--- config.mk ---
export PLATFORM = sky130hd
export DESIGN_NAME = hilo_mdu_flat
export DESIGN_NICKNAME = d
export VERILOG_FILES = /design/src/rtl/hilo_mdu_if.sv /design/src/rtl/hilo_mdu.sv /design/src/flat_wrapper.sv
export SDC_FILE = /design/constraint.sdc
export NUM_CORES = 2
export LEC_CHECK = 0
export BUFFER_PORTS_ARGS = -buffer_cell sky130_fd_sc_hd__buf_4
export CORE_MARGIN = 2
export CORE_UTILIZATION = 30
export DETAILED_ROUTE_END_ITERATION = 10
export GPL_TIMING_DRIVEN = 0
export PLACE_DENSITY_LB_ADDON = 0.25
export SYNTH_ARGS = -nofsm -noshare
export SYNTH_HDL_FRONTEND = slang
export SYNTH_SLANG_ARGS = --single-unit
--- constraint.sdc ---
create_clock -name clk -period 8.6 [get_ports clk]
set_clock_uncertainty 0.2 [all_clocks]
set_input_delay 0.86 -clock clk [delete_from_list [all_inputs] [get_ports clk]]
set_output_delay 0.86 -clock clk [all_outputs]
set_load 0.005 [all_outputs]
--- src/rtl/hilo_mdu_if.sv ---
// EX-stage to multiply/divide unit bundle: decoder controls and operands in,
// stall, HI/LO read data and architectural HI/LO out.
interface hilo_mdu_if;
  logic        ex_valid;
  logic        ex_mult;
  logic        ex_div;
  logic        ex_mdsign;
  logic [1:0]  ex_hilowen;
  logic [1:0]  ex_hiloren;
  logic [31:0] ex_a;
  logic [31:0] ex_b;
  logic        ex_go;
  logic        flush;
  logic        mdu_stall;
  logic [31:0] hilo_rdata;
  logic [31:0] hi;
  logic [31:0] lo;

  modport master (
    output ex_valid, ex_mult, ex_div, ex_mdsign, ex_hilowen, ex_hiloren,
           ex_a, ex_b, ex_go, flush,
    input  mdu_stall, hilo_rdata, hi, lo
  );

  modport slave (
    input  ex_valid, ex_mult, ex_div, ex_mdsign, ex_hilowen, ex_hiloren,
           ex_a, ex_b, ex_go, flush,
    output mdu_stall, hilo_rdata, hi, lo
  );
endinterface

--- src/rtl/hilo_mdu.sv ---
// Multiply/divide unit with HI/LO registers: 1-cycle multiply, 32-cycle
// restoring divide, results committed only when the owner leaves EX unflushed.
module hilo_mdu (
  input  logic       clk,
  input  logic       resetn,
  hilo_mdu_if.slave  bus
);
  localparam int unsigned W    = 32;
  localparam int unsigned CNTW = 5;

  typedef enum logic [1:0] {IDLE, MUL, DIV, DONE} state_t;

  state_t          state;
  logic [CNTW-1:0] cnt;
  logic [W-1:0]    opa, opb, rem;
  logic            sign, neg_q, neg_r;
  logic [2*W-1:0]  res;
  logic [W-1:0]    hi_r, lo_r;

  logic            start, mt_wr;
  logic [W-1:0]    abs_a, abs_b;
  logic [W:0]      rem_sh;
  logic [W+1:0]    trial;
  logic            ge;
  logic [W-1:0]    rem_next, q_next, q_fix, r_fix;
  logic [2*W-1:0]  mul_prod;

  // Start is gated by reset so a held instruction cannot stall during reset.
  assign start = resetn && (state == IDLE) && bus.ex_valid &&
                 (bus.ex_mult || bus.ex_div) && !bus.flush;
  assign mt_wr = (state == IDLE) && bus.ex_valid && bus.ex_go && !bus.flush &&
                 !bus.ex_mult && !bus.ex_div && (bus.ex_hilowen != 2'b00);

  assign abs_a = (bus.ex_mdsign && bus.ex_a[W-1]) ? W'(-bus.ex_a) : bus.ex_a;
  assign abs_b = (bus.ex_mdsign && bus.ex_b[W-1]) ? W'(-bus.ex_b) : bus.ex_b;

  // One restoring step; the extra guard bit keeps the borrow unambiguous.
  always_comb begin
    rem_sh   = {rem, opa[W-1]};
    trial    = {1'b0, rem_sh} - {2'b00, opb};
    ge       = !trial[W+1];
    rem_next = ge ? trial[W-1:0] : rem_sh[W-1:0];
    q_next   = {opa[W-2:0], ge};
    q_fix    = neg_q ? W'(-q_next) : q_next;
    r_fix    = neg_r ? W'(-rem_next) : rem_next;
  end

  assign mul_prod = {{W{sign & opa[W-1]}}, opa} * {{W{sign & opb[W-1]}}, opb};

  always_ff @(posedge clk or negedge resetn) begin
    if (!resetn) begin
      state <= IDLE;
      cnt   <= '0;
      opa   <= '0;
      opb   <= '0;
      rem   <= '0;
      sign  <= 1'b0;
      neg_q <= 1'b0;
      neg_r <= 1'b0;
      res   <= '0;
      hi_r  <= '0;
      lo_r  <= '0;
    end else if (bus.flush) begin
      state <= IDLE;
      cnt   <= '0;
    end else begin
      case (state)
        IDLE: begin
          if (start) begin
            opa   <= bus.ex_mult ? bus.ex_a : abs_a;
            opb   <= bus.ex_mult ? bus.ex_b : abs_b;
            sign  <= bus.ex_mdsign;
            neg_q <= bus.ex_mdsign & (bus.ex_a[W-1] ^ bus.ex_b[W-1]);
            neg_r <= bus.ex_mdsign & bus.ex_a[W-1];
            rem   <= '0;
            cnt   <= '0;
            state <= bus.ex_mult ? MUL : DIV;
          end else if (mt_wr) begin
            if (bus.ex_hilowen[0]) lo_r <= bus.ex_a;
            if (bus.ex_hilowen[1]) hi_r <= bus.ex_a;
          end
        end
        MUL: begin
          res   <= mul_prod;
          state <= DONE;
        end
        DIV: begin
          opa <= q_next;
          rem <= rem_next;
          cnt <= cnt + CNTW'(1);
          if (cnt == CNTW'(W - 1)) begin
            res   <= {r_fix, q_fix};
            state <= DONE;
          end
        end
        DONE: begin
          if (bus.ex_go) begin
            hi_r  <= res[2*W-1:W];
            lo_r  <= res[W-1:0];
            state <= IDLE;
          end
        end
        default: state <= IDLE;
      endcase
    end
  end

  assign bus.mdu_stall  = start || (state == MUL) || (state == DIV);
  assign bus.hilo_rdata = bus.ex_hiloren[1] ? hi_r : lo_r;
  assign bus.hi         = hi_r;
  assign bus.lo         = lo_r;
endmodule

--- src/flat_wrapper.sv ---
// flat-port wrapper written by rule: the top's interface ports become plain ports
module hilo_mdu_flat 
  (clk, resetn, bus_ex_valid, bus_ex_mult, bus_ex_div, bus_ex_mdsign, bus_ex_hilowen, bus_ex_hiloren, bus_ex_a, bus_ex_b, bus_ex_go, bus_flush, bus_mdu_stall, bus_hilo_rdata, bus_hi, bus_lo);
  hilo_mdu_if bus_i ();
  input  logic clk;
  input  logic resetn;
  input wire logic [$bits(bus_i.ex_valid)-1:0] bus_ex_valid;
  input wire logic [$bits(bus_i.ex_mult)-1:0] bus_ex_mult;
  input wire logic [$bits(bus_i.ex_div)-1:0] bus_ex_div;
  input wire logic [$bits(bus_i.ex_mdsign)-1:0] bus_ex_mdsign;
  input wire logic [$bits(bus_i.ex_hilowen)-1:0] bus_ex_hilowen;
  input wire logic [$bits(bus_i.ex_hiloren)-1:0] bus_ex_hiloren;
  input wire logic [$bits(bus_i.ex_a)-1:0] bus_ex_a;
  input wire logic [$bits(bus_i.ex_b)-1:0] bus_ex_b;
  input wire logic [$bits(bus_i.ex_go)-1:0] bus_ex_go;
  input wire logic [$bits(bus_i.flush)-1:0] bus_flush;
  output wire logic [$bits(bus_i.mdu_stall)-1:0] bus_mdu_stall;
  output wire logic [$bits(bus_i.hilo_rdata)-1:0] bus_hilo_rdata;
  output wire logic [$bits(bus_i.hi)-1:0] bus_hi;
  output wire logic [$bits(bus_i.lo)-1:0] bus_lo;
  assign bus_i.ex_valid = bus_ex_valid;
  assign bus_i.ex_mult = bus_ex_mult;
  assign bus_i.ex_div = bus_ex_div;
  assign bus_i.ex_mdsign = bus_ex_mdsign;
  assign bus_i.ex_hilowen = bus_ex_hilowen;
  assign bus_i.ex_hiloren = bus_ex_hiloren;
  assign bus_i.ex_a = bus_ex_a;
  assign bus_i.ex_b = bus_ex_b;
  assign bus_i.ex_go = bus_ex_go;
  assign bus_i.flush = bus_flush;
  assign bus_mdu_stall = bus_i.mdu_stall;
  assign bus_hilo_rdata = bus_i.hilo_rdata;
  assign bus_hi = bus_i.hi;
  assign bus_lo = bus_i.lo;
  hilo_mdu u_core (.clk(clk), .resetn(resetn), .bus(bus_i));
endmodule
## Word-level counts from Yosys, hierarchy flattened

Index checks and enable logic that the tools add are counted.

| word-level totals | value |
|---|---|
| register bits | 234 |
| logic and storage cells | 103 |

| cells by class | value |
|---|---|
| add/sub/neg operators | 6 |
| multipliers | 1 |
| equality and inequality tests | 14 |
| muxes and demuxes | 33 |
| bitwise gates (word level) | 6 |
| reduce and logical (&&, ||, !) cells | 32 |

Operator list:

| operator | number |
|---|---|
| two-way mux 32 bit | 18 |
| one-hot mux 32 bit (2 select lines) | 4 |
| negator 32 bit | 4 |
| one-hot mux 64 bit (2 select lines) | 1 |
| multiplier 33 x 33 -> 64 bit | 1 |
| two-way mux 64 bit | 1 |
| subtractor 33 x 32 -> 34 bit | 1 |
| logical AND 1 bit | 12 |
| AND reduction 3 bit | 4 |
| AND reduction 6 bit | 2 |
| two-way mux 2 bit | 5 |
| two-way mux 5 bit | 2 |
| one-hot mux 5 bit (2 select lines) | 1 |
| inequality test 2 bit (second input constant) | 4 |
| one-hot mux 2 bit (4 select lines) | 1 |
| nonzero test 2 bit | 4 |
| inequality test 2 x 1 -> 1 bit (second input constant) | 3 |
| inequality test 3 x 2 -> 1 bit (second input constant) | 2 |
| adder 5 x 1 -> 5 bit (second input constant) | 1 |
| equality test 5 bit (second input constant) | 1 |
| AND 1 bit | 4 |
| equality test 2 bit (second input constant) | 2 |
| zero test 1 bit | 4 |
| logical OR 1 bit | 3 |
| other kinds (7) | 7 |

## Depth between registers and ports, before layout

| depth | value |
|---|---|
| word-level depth | 10 |
| depth in mapped cells | 32 |

## Least setup slack after synthesis

No wires, ideal clock.

| timing | value |
|---|---|
| path kind | register to register |
| start | register u_core.opa[31] |
| end | register u_core.res[63] |
| library setup time | 0.068 ns |
| data arrival time | 8.406 ns |
| slack | -0.073 ns |
| stages on the path, launching flop included | 32 |
| clock period less this slack | 8.673 ns |
| cell sequence | dfrtp_1 > clkbuf_1 > and2_0 > clkbuf_1 > nand2_1 > inv_1 > fa_1 > inv_1 > fa_1 > inv_1 > fa_1 > fa_1 > inv_1 > fa_1 > inv_1 > fa_1 > inv_1 > fa_1 > fa_1 > inv_1 > ha_1 > a21o_1 > a21o_1 > a21oi_1 > o21ai_0 > a221o_1 > a21o_1 > a31oi_1 > xnor2_1 > nor2_1 > a2111oi_0 > a32o_1 |

| between the ends | value |
|---|---|
| longest elaborated chain between the ends | 6 |

RTL lines:

| element | line | text |
|---|---|---|
| start, declared | hilo_mdu.sv:15 | `logic [W-1:0] opa, opb, rem;` |
| start signal, assigned | hilo_mdu.sv:70 | `opa <= bus.ex_mult ? bus.ex_a : abs_a;` |
| start signal, assigned | hilo_mdu.sv:88 | `opa <= q_next;` |
| subtractor 33 x 32 -> 34 bit | hilo_mdu.sv:40 | `trial = {1'b0, rem_sh} - {2'b00, opb};` |
| two-way mux 32 bit | hilo_mdu.sv:42 | `rem_next = ge ? trial[W-1:0] : rem_sh[W-1:0];` |
| negator 32 bit | hilo_mdu.sv:45 | `r_fix = neg_r ? W'(-rem_next) : rem_next;` |
| two-way mux 32 bit | hilo_mdu.sv:45 |  |
| two-way mux 64 bit | hilo_mdu.sv:91 | `if (cnt == CNTW'(W - 1)) begin` |
| one-hot mux 64 bit (2 select lines) (*) | hilo_mdu.sv:67 | `case (state)` |
| end signal, assigned | hilo_mdu.sv:84 | `res <= mul_prod;` |
| end signal, assigned | hilo_mdu.sv:92 | `res <= {r_fix, q_fix};` |
| end, declared | hilo_mdu.sv:17 | `logic [2*W-1:0] res;` |

Mark *: on every way between the ends. The rest lies on a longest branch, timed or not. The select of a mux whose other input is x is not followed.
A chain may end at the register's enable or synchronous reset.

## Worst setup path in the final report

| timing | value |
|---|---|
| start | register u_core.opa[7] |
| end | register u_core.res[58] |

| between the ends | value |
|---|---|
| longest elaborated chain between the ends | 2 |

RTL lines:

| element | line | text |
|---|---|---|
| multiplier 33 x 33 -> 64 bit | hilo_mdu.sv:48 | `assign mul_prod = {{W{sign & opa[W-1]}}, opa} * {{W{sign & opb[W-1]}}, opb};` |
| one-hot mux 64 bit (2 select lines) | hilo_mdu.sv:67 |  |

Every way passes these cells.

==> impl_results.md <==
- Outcome: finished, violations left
- Failing checks: setup timing
- RSZ-0062 raised after global routing: yes
- # IOs: 173
- Die H: about 430 µm
- Number of flops mapped to enable cells by yosys: 0
- CP startpoint kind: flop
- Post-route cell area: roughly 63000 µm²
- Via count: approximately 46000
- Hold buffers post-CTS: 0
- Core ar.: between 150000 and 200000 µm²
- DP Area: 58000 µm²
- DRT iter0 DRCs: approximately 4600
- Fmax: 0.111 GHz
- TritonCTS clock tree: yes
- Tightest Pin Transition: roughly 1.4 ns
- Worst skew pair latency: 0.64 ns
- Largest net degree at the start of global routing: roughly 90
- Max-Cap Viols: 0
- Max_slew headroom: 9.77%
- Global-route wire length before repair: 347 mm
- Share of layout cells above drive strength 1: approximately 14%
- Post-synth net total: 7623
- Clock slew at reported path FFs: about 0.070 ns
- CP max FO: 10
- Routed vias/inst: slightly above 5
- Starting Density: 30.2%
- Wirelength per Cell: around 28 µm
- CTS Buf Count: 27
- Post-synth ARST share: 100%
- Critical Path RT: around 8.9 ns
- Fin crit period: approximately 9 ns
- Post-route ant nets: 0
- Row Count: ~160
- Post-Synthesis Cells: around 6000
- HP Class: primary input to asynchronous set/reset pin
- Initial antenna violation count: 13
- Num Clock Sinks: about 230
- DRC viols: 0
- Slew Limit Fails: 0
- Post-synthesis cell type count: 100
- Die area: roughly 180000 µm²
- Width of the die: 427 µm
- Clock tree buffer depth: 3
- Fin crit share: 104%
- Synthesized area: 53700 µm²
- PortBufs: 170
- CTS root buf: clkbuf_16
- H-tree depth: 1
- Most frequent cells in the layout: inv_1, fa_1, nand2_1
- Final worst slack: -0.383 ns
- Final Hold Fails: 0
- Post-synthesis average cell area: 8.71 µm²
- Most common library cell in the layout ignoring fill and taps: inv_1
- Crit path kind: flop to flop
- Vias in the first global route: approximately 47000
- Dpl hpwl: approximately 200 mm
- Seq/Total Area, Yosys: ~11%
- Seq cells post-synth: between 200 and 250
- Post-synth top flop: dfrtp_1
- GPL Wtd Cong: around 1.0
- Tot GR Track Use: 26.9%
- WL final: between 200 and 250 mm
- Post-Place Setup Slack: -3.19 ns
- Worst hold slack: roughly 0.016 ns
- Final setup fails: 18
- First-pass DRT Iterations: 6
- Worst Setup End Kind: flop
- Critical path arrival: 9.30 ns
- Area growth, synth to finish: 16.6%
- # nets final: around 7900
- YS warnings: 0
- Total grt overflow: 0
per-layer routing:
metal	share of wire, %	track usage, %
met5	0.037	0
met4	6.4	14.2
met3	8.9	5.36
met2	45	41.7
met1	40	35.3
registers in the layout, summed over array words and instances, names as in the netlist:
| register | count |
|---|---|
| u_core.cnt | 5 |
| u_core.rem | 32 |
| u_core.state | 2 |
| u_core.opb | 32 |
| u_core.neg_r | 1 |
| u_core.bus.hi | 32 |
| u_core.opa | 32 |
| u_core.res | 64 |
| u_core.bus.lo | 32 |
| u_core.sign | 1 |
| u_core.neg_q | 1 |
worst max-delay path, stage by stage, from the launching register on:
cell	delay [ns]
dfrtp_4	0.57
clkbuf_2	0.36
and2_1	0.30
fa_1	0.61
fa_1	0.47
fa_1	0.55
fa_1	0.45
fa_1	0.48
fa_1	0.55
fa_1	0.51
inv_1	0.05
fa_1	0.57
inv_1	0.10
ha_4	0.34
nand2_1	0.12
or3_4	0.42
or3_4	0.34
o311a_4	0.42
a31oi_4	0.26
a31oi_4	0.14
a21oi_4	0.23
buf_4	0.16
xor2_2	0.39
o22ai_1	0.13
a31oi_1	0.16
cells in the mapped netlist (20+ instances only):
cell type	n	area share, %
a21oi_1	320	3.0
o21a_1	22	0.31
nor3_1	35	0.33
nor2b_1	40	0.47
a31oi_1	33	0.38
inv_1	1195	8.4
nand2_1	955	6.7
xnor2_1	119	1.9
o21ai_0	244	2.3
fa_1	1126	42
nand3_1	27	0.25
mux2i_1	26	0.48
ha_1	256	6.0
o31ai_1	32	0.45
dfrtp_1	234	11
a21o_1	44	0.62
nor2_1	297	2.1
and3_1	30	0.35
buf_1	46	0.32
o211ai_1	21	0.29
and2_1	316	3.7
mux2_2	35	0.73
xor2_1	83	1.4
nand2b_1	20	0.23
or3_1	35	0.41
clkbuf_1	308	2.2
repair_timing:
| item | CTS | global route |
|---|---|---|
| resized for setup | 721 | 187 |
| buffers inserted | 89 | 48 |
| endpoints found under the setup margin | 47 | 35 |
| gates cloned | 0 | 1 |
| pin swaps | 80 | 49 |
area by class of cell:
cell class              count  area (µm²)
fillers                 18700      115000
multi-input cells        4360       43300
flip-flops and latches    234        6000
inverters                1198        4520
well taps                2355        2950
repair buffers            312        2490
plain buffers             319        2420
clock buffers              35         746
clock inverters            14         200
diodes                      8        20.0
final timing paths:
| kind | from | depth (start not counted) | to | slack, ns |
|---|---|---|---|---|
| worst min-delay path | resetn | 1 | u_core.opb[1] | 0.02 |
| worst max register to register | u_core.opa[7] | 24 | u_core.res[58] | -0.38 |
| max in group asynchronous | resetn | 3 | u_core.opa[11] | 6.79 |
| worst min register to register | u_core.res[17] | 2 | u_core.res[17] | 0.28 |
| worst max-delay path | u_core.opa[7] | 24 | u_core.res[58] | -0.38 |
| min in group clk | u_core.res[17] | 2 | u_core.res[17] | 0.28 |
per-stage QoR:
step | utilization [%] | instances | setup TNS (ns)
after floorplan | - | 6165 | 0
after global placement | 32.5 | 8690 | -92.58
after detailed placement | 32.6 | 8695 | -89.73
after CTS | 34.6 | 8781 | -2.35
after global routing | 35.2 | 8827 | -5.25
final | 35.2 | 8835 | -3.09
cells by family after synthesis:
kind of cell    Yosys count  synth area share [%]
simple gates           1857                  15.8
buf+inv                1571                  11.1
fa+ha+maj              1382                  48.0
compound gates          857                  9.64
flops                   234                  10.9
xor+xnor                202                  3.30
mux                      62                  1.25
Power is left out: the tool's default activity adds up to more than one toggle a clock period on the data nets, which glitch-free logic cannot reach.
